$ cat config.mk
export PLATFORM = sky130hd
export DESIGN_NAME = timer_counter
export DESIGN_NICKNAME = d
export VERILOG_FILES = /design/src/rtl/timer_counter_pkg.sv /design/src/rtl/timer_counter.sv
export SDC_FILE = /design/constraint.sdc
export NUM_CORES = 1
export LEC_CHECK = 0
export CAP_MARGIN = 20
export CORE_UTILIZATION = 45
export CTS_CLUSTER_DIAMETER = 30
export DETAILED_ROUTE_END_ITERATION = 8
export PLACE_DENSITY = 0.73
export SLEW_MARGIN = 30
export SYNTH_ARGS = -nofsm -noshare
export SYNTH_HDL_FRONTEND = slang
export SYNTH_SLANG_ARGS = --single-unit
$ cat constraint.sdc
create_clock -name clk -period 3.5 [get_ports clk]
set_input_delay 0.7 -clock clk [delete_from_list [all_inputs] [get_ports clk]]
set_output_delay 0.7 -clock clk [all_outputs]
set_load 0.1 [all_outputs]
$ cat src/rtl/timer_counter_pkg.sv
// Shared definitions for the bus-mapped down-counting timer: state encoding,
// register word indices, MODE values and CTRL bit positions.
package timer_counter_pkg;

   typedef enum logic [1:0] {
      ST_IDLE = 2'd0,
      ST_LOAD = 2'd1,
      ST_CNT  = 2'd2,
      ST_INT  = 2'd3
   } state_e;

   localparam logic [1:0] REG_CTRL   = 2'd0;
   localparam logic [1:0] REG_PRESET = 2'd1;
   localparam logic [1:0] REG_COUNT  = 2'd2;

   localparam logic [1:0] MODE_ONESHOT = 2'b00;
   localparam logic [1:0] MODE_RELOAD  = 2'b01;

   localparam int CTRL_EN_BIT   = 0;
   localparam int CTRL_MODE_LSB = 1;
   localparam int CTRL_MODE_MSB = 2;
   localparam int CTRL_IM_BIT   = 3;
   localparam int CTRL_W        = 4;

endpackage

$ cat src/rtl/timer_counter.sv
// Bus-mapped 32-bit down counter with one-shot / auto-reload modes and a
// maskable interrupt. FSM state and raw irq flag are exported for debug.
module timer_counter
   import timer_counter_pkg::*;
(
   input  logic        clk,
   input  logic        rst,
   input  logic        WE,
   input  logic [1:0]  A,
   input  logic [31:0] Din,
   output logic [31:0] Dout,
   output logic        IRQ,
   output logic [1:0]  dbg_state_o,
   output logic        dbg_irq_flag_o
);

   state_e              state_q, state_d;
   logic [CTRL_W-1:0]   ctrl_q, ctrl_d;
   logic [31:0]         preset_q, preset_d;
   logic [31:0]         count_q, count_d;
   logic                irq_flag_q, irq_flag_d;
   logic                irq_set;
   logic                en;
   logic [1:0]          mode;

   assign en   = ctrl_q[CTRL_EN_BIT];
   assign mode = ctrl_q[CTRL_MODE_MSB:CTRL_MODE_LSB];

   always_ff @(posedge clk) begin
      if (!rst) begin
         state_q    <= ST_IDLE;
         ctrl_q     <= '0;
         preset_q   <= '0;
         count_q    <= '0;
         irq_flag_q <= 1'b0;
      end else begin
         state_q    <= state_d;
         ctrl_q     <= ctrl_d;
         preset_q   <= preset_d;
         count_q    <= count_d;
         irq_flag_q <= irq_flag_d;
      end
   end

   always_comb begin
      state_d    = state_q;
      ctrl_d     = ctrl_q;
      preset_d   = preset_q;
      count_d    = count_q;
      irq_flag_d = irq_flag_q;
      irq_set    = 1'b0;

      case (state_q)
         ST_IDLE: begin
            if (en) state_d = ST_LOAD;
         end
         ST_LOAD: begin
            count_d = preset_q;
            state_d = ST_CNT;
         end
         ST_CNT: begin
            if (!en) begin
               state_d = ST_IDLE;
            end else if (count_q > 32'd1) begin
               count_d = count_q - 32'd1;
            end else begin
               // Terminal count: 0 and 1 both expire here, so COUNT never wraps.
               count_d = '0;
               irq_set = 1'b1;
               state_d = ST_INT;
            end
         end
         ST_INT: begin
            if (mode == MODE_RELOAD) begin
               irq_flag_d = 1'b0;
               state_d    = en ? ST_LOAD : ST_IDLE;
            end else begin
               ctrl_d[CTRL_EN_BIT] = 1'b0;
               state_d             = ST_IDLE;
            end
         end
         default: state_d = ST_IDLE;
      endcase

      // Bus writes come after the FSM so a CTRL write overrides the EN clear.
      if (WE) begin
         case (A)
            REG_CTRL: begin
               ctrl_d     = Din[CTRL_W-1:0];
               irq_flag_d = 1'b0;
            end
            REG_PRESET: begin
               preset_d   = Din;
               irq_flag_d = 1'b0;
            end
            default: ;
         endcase
      end

      if (irq_set) irq_flag_d = 1'b1;
   end

   always_comb begin
      Dout = '0;
      case (A)
         REG_CTRL:   Dout = {{(32-CTRL_W){1'b0}}, ctrl_q};
         REG_PRESET: Dout = preset_q;
         REG_COUNT:  Dout = count_q;
         default:    Dout = '0;
      endcase
   end

   assign IRQ            = irq_flag_q & ctrl_q[CTRL_IM_BIT];
   assign dbg_state_o    = state_q;
   assign dbg_irq_flag_o = irq_flag_q;

endmodule

==> results.toml, run 1 <==
[synthesis]
synth_edf_count = 0
yosysSeqAreaShare_pct = 36.6
yosys-top-cells-area = "dfxtp_1 37%, nand2_1 8.9%, a21oi_1 6.6%"
yosysWarnings = 0
ys_seq_elements = 71
synth.avg_cell_area_sq_um = 7.77
synth_cell_type_count = 50
syn_nets = 539
netlist_instances = 500
synth_top_flop_cell = "dfxtp_1"
syn_area_sq_um = 3890
async_flop_share_pct = 0
synth.top_cell.area_share_pct = 36.6
synth_top_area_cell = "dfxtp_1"

[sta]
slew_viol_final = 0
finalSetupViolCount = 0
max_slew_margin_pct = 35.9
tns_ns = 0
max_freq_ghz = 0.331
fin_skew_ns = 0.0105
post-route-period-util_pct = 86.3
period_needed_ns = 3.02
rsz0062_at_grt = "false"
hold_violations = 0
tightest_slew_ns = 0.958

[worst_setup_path]
critPathLaunch = "A[1]"
worst_r2r_endpoint = "count_q[24]"
crit_arrival_ns = 2.32
path_buf_inv = 3
r2r_start = "count_q[0]"
max_stage_delay_ns = 0.65
reg2reg_depth = 7
cp_slowest_cell = "clkdlybuf4s50_1"
endpoint = "Dout[8]"
path_cells = "clkdlybuf4s50_1 -> nor2b_2 -> buf_4 -> a22o_1 -> buf_12"
endpoint_kind = "output port"
critPathLaunchType = "input port"
worst-path-max-fanout = 28
path_delay_family = "buffers and inverters"
required_ns = 2.80
crit_cells = 5
rrSetupSlack_ns = 0.61
crit_type = "in -> out"

[clock_tree]
clkSlewWorstSetupHoldPaths_ns = 0.08
h-tree-depth = 3
clock-sinks = 71
cts_tree = "built"
clk_latency_ns = 0.36
clock_path_buffers = 2
cts_setup_buffers = 0
cts_made_buffers = 9
cts_hold_buf = 0
cts_resized = 0
clockRootBuffer = "clkbuf_8"

[final_layout]
fin_nets = 585
num_antenna_cells = 0
fin_util_pct = 62.8
layout_commonest_cell = "nand2_1"
layout_common_cells = "92 x nand2_1, 71 x dfxtp_1, 50 x a21oi_1"
final_layout_size_suffix_gt1_share_pct = 14.2
synthToLayoutAreaGrowth_pct = 34.2

[global_route]
antenna_found_initial = 0
grt_pass1_wl_mm = 19.6
grt_usage_pct = 28.1
grt_overflow = 0
first_global_vias = 3974
grt_max_degree = 58

[die]
ios = 73
core_area_sq_um = 8300
fp.dieArea_sq_um = 9010
initial_core_util_pct = 46.8
chipWidth_um = 94.9
row_count = 33
die_y_um = 94.9

[routing]
vias = 4119
drt_iter0_markers = 415
wl_met2_mm = 5.47
drt-met1-wl_mm = 5.35
ant_nets = 0
vias_per_cell = 6.28
drcViolationCount = 0
wl_mm = 11.9
post_drt_wl_per_cell_um = 18.2
wl_met3_um = 814
top_layer = "met4"
drt_pass1_iterations = 5

[power]
power_density_nw_per_um2 = 369
p_leak_nw = 1.90
max-vdd-ir-drop_mv = 0.251

[placed_design]
dp_hpwl_mm = 7.78
port_buffers = 72
place_congestion = 0.877

[status]
status = "completed"

[flow_run]
maxCapViolations = 0

[worst_hold_path]
hp-class = "reg -> reg"
layout make-up:
| cell class | count | area (sq um) |
|---|---|---|
| Fill cell | 746 | 3090 |
| Multi-Input combinational cell | 370 | 2250 |
| Sequential cell | 71 | 1420 |
| Clock buffer | 11 | 151 |
| Clock inverter | 5 | 80.1 |
| Timing Repair Buffer | 86 | 1150 |
| Tap cell | 105 | 131 |
| Inverter | 8 | 30.0 |
where the power goes:
group	internal (mW)	switching [mW]	total, mW
clock	0.439	0.327	0.766
combinational	0.122	0.195	0.317
sequential	0.824	0.0191	0.843
registers in the layout, summed over array words and instances, names as in the netlist:
signal,flops
count_q,32
dbg_state_o,2
dbg_irq_flag_o,1
ctrl_q,4
preset_q,32
logic make-up (layout without fill, tap and decap cells):
kind of cell    Yosys count  after routing  synth area share, %
simple gates            181            181                 22.9
compound gates          172            172                 30.4
flops                    71             71                 36.6
buf+inv                  59            110                 5.80
mux                       9              9                 2.32
xor+xnor                  6              6                 1.35
fa+ha+maj                 2              2                0.644
worst reg2reg max path: stages (launching register included):
cell and delay, ns:
dfxtp_1 0.36, inv_1 0.11, ha_1 0.23, or3b_2 0.60, or4_1 0.70, or3_1 0.45, o211ai_1 0.21, a221oi_1 0.12
layer usage:
metal,vias to the layer above,track usage (%)
li1,1961,-
met1,1938,35.7
met2,186,45.2
met3,34,7.00
met4,0,11.6
met5,-,0
metrics by stage:
stage	worst slack [ns]	instances	power (mW)	hold WS, ns	instance area (sq um)
final	0.479	656	1.93	0.484	5210
after CTS	0.477	656	1.93	0.485	5210
after global routing	0.406	656	1.99	0.500	5210
after detailed placement	0.490	640	1.17	0.472	4980
after floorplan	0.311	500	1.05	0.445	3890
after global placement	0.532	640	1.17	0.466	4980
cells in the mapped netlist (5+ instances only):
cell type	n
a31oi_1	9
o22ai_1	10
or3_1	6
a22oi_1	8
o21ai_0	17
nor3_1	11
a32oi_1	10
nor4_1	10
o211ai_1	5
or4_1	11
a22o_1	29
a21oi_1	51
clkbuf_1	44
nor2b_1	5
nand2_1	92
inv_1	8
o31ai_1	7
nor2_1	16
mux2i_1	9
nand3_1	10
dfxtp_1	71
xnor2_1	5
how the worst min path moves through the flow:
stage,start,end,slack (ns),depth (start not counted)
after floorplan,preset_q[28],preset_q[28],0.45,2
after global placement,preset_q[6],preset_q[6],0.47,2
after detailed placement,preset_q[21],preset_q[21],0.47,2
after CTS,preset_q[29],preset_q[29],0.48,2
after global routing,preset_q[30],preset_q[30],0.50,2
final,preset_q[10],preset_q[10],0.48,2
No activity file was read; power rests on OpenSTA's default activity.
==> run 2, diff against run 1 <==
clock period = 3.9 ns   (was 3.5 ns; I/O delays follow)
==> results.toml, run 2 (same netlist as run 1, synthesis figures left out) <==
[final_layout]
fin_nets = 582
synthToLayoutAreaGrowth_pct = 32.6
fin_util_pct = 62.1
num_antenna_cells = 0
layout_commonest_cell = "nand2_1"
layoutNonFillerInstCount = 653
top_regs = "count_q x32, preset_q x32, ctrl_q x4"
layout_common_cells = "92 x nand2_1, 71 x dfxtp_1, 50 x a21oi_1"
final_layout_size_suffix_gt1_share_pct = 13.1

[clock_tree]
clkSlewWorstSetupHoldPaths_ns = 0.07
cts_resized = 0
cts_made_buffers = 9
h-tree-depth = 3
clk_latency_ns = 0.36
cts_hold_buf = 0
clock-sinks = 71
clock_path_buffers = 2
cts_setup_buffers = 0
cts_tree = "built"
clockRootBuffer = "clkbuf_8"

[global_route]
first_global_vias = 3780
grt_max_degree = 58
grt_pass1_wl_mm = 18.9
grt_usage_pct = 27.2
antenna_found_initial = 0
grt_overflow = 0

[sta]
slew_viol_final = 0
finalSetupViolCount = 0
fin_skew_ns = 0.0108
rsz0062_at_grt = "false"
tightest_slew_ns = 0.959
max_freq_ghz = 0.310
period_needed_ns = 3.23
tns_ns = 0
max_slew_margin_pct = 35.9
post-route-period-util_pct = 82.7
hold_violations = 0

[worst_setup_path]
worst-path-max-fanout = 34
path_buf_inv = 3
endpoint_kind = "output port"
cp_slowest_cell = "clkdlybuf4s50_1"
crit_arrival_ns = 2.45
path_cells = "clkdlybuf4s50_1 -> nor2b_2 -> buf_4 -> nand2_1 -> o21ai_1 -> buf_12"
crit_cells = 6
critPathLaunchType = "input port"
crit_type = "in -> out"
max_stage_delay_ns = 0.62
reg2reg_depth = 7
path_delay_family = "buffers and inverters"
required_ns = 3.12

[power]
power.switching_uw = 471
power_frac_seq_pct = 46.9
p_comb_share_pct = 17.4
p_leak_nw = 1.87
p_sw_share_pct = 29.2
internal-power_mw = 1.14
max-vdd-ir-drop_mv = 0.170
p_clk_share_pct = 35.7
power_density_nw_per_um2 = 313

[placed_design]
port_buffers = 72
place_congestion = 0.887
dp.cells = 637
dp_hpwl_mm = 7.60

[die]
initial_core_util_pct = 46.8
ios = 73
die_y_um = 94.9
row_count = 33
fp.dieArea_sq_um = 9010
core_area_sq_um = 8300
chipWidth_um = 94.9

[routing]
vias_per_cell = 6.20
drcViolationCount = 0
wl_mm = 11.5
ant_nets = 0
drt_iter0_markers = 237
drt_pass1_iterations = 5
post_drt_wl_per_cell_um = 17.6
vias = 4046

[worst_hold_path]
min_path_cells = 2
hp-class = "reg -> reg"

[status]
status = "completed"

[flow_run]
maxCapViolations = 0
-- run 2: final cells by class --
type	instances	area, sq um
Clock buffer	10	128
Inverter	8	30.0
Multi-Input combinational cell	370	2250
Fill cell	737	3150
Clock inverter	6	61.3
Timing Repair Buffer	83	1130
Tap cell	105	131
Sequential cell	71	1420
-- run 2: path summary, 6_finish.rpt --
check / start / endpoint / slack (ns)
max: A[0] / Dout[1] / 0.67
min: preset_q[4] / preset_q[4] / 0.48
max reg2reg: count_q[12] / count_q[8] / 0.99
min reg2reg: preset_q[4] / preset_q[4] / 0.48
-- run 2: through the flow --
step / hold slack (ns) / power (mW) / setup WS (ns) / area, sq um
6_report: 0.478 / 1.61 / 0.675 / 5150
5_1_grt: 0.494 / 1.67 / 0.548 / 5150
4_1_cts: 0.478 / 1.62 / 0.700 / 5150
3_5_place_dp: 0.468 / 1.05 / 0.708 / 4960
3_3_place_gp: 0.462 / 1.05 / 0.738 / 4960
2_1_floorplan: 0.445 / 0.942 / 0.551 / 3890
-- run 2: worst register-to-register path, cell delays in order (launching register included) --
cell and delay, ns:
dfxtp_1 0.38, nor4_1 0.66, nand4_1 0.22, buf_4 0.24
nand4bb_1 0.61, buf_4 0.41, a22oi_1 0.17, a31oi_1 0.10
-- run 2: metal layers --
layer / track usage (%) / vias up / part of all wire, %
li1: - / 1955 / -
met1: 35.9 / 1899 / 44
met2: 43.6 / 166 / 46
met3: 6.44 / 26 / 7.4
met4: 8.71 / 0 / 1.9
met5: 0 / - / 0
-- run 2: power by group through the flow --
| stage | registers (mW) | clock network (mW) | logic (mW) |
|---|---|---|---|
| after CTS | 0.756 | 0.586 | 0.277 |
| after global placement | 0.772 | 0 | 0.273 |
| after floorplan | 0.768 | 0 | 0.173 |
| after global routing | 0.758 | 0.610 | 0.300 |
| final | 0.756 | 0.576 | 0.280 |
| after detailed placement | 0.773 | 0 | 0.276 |
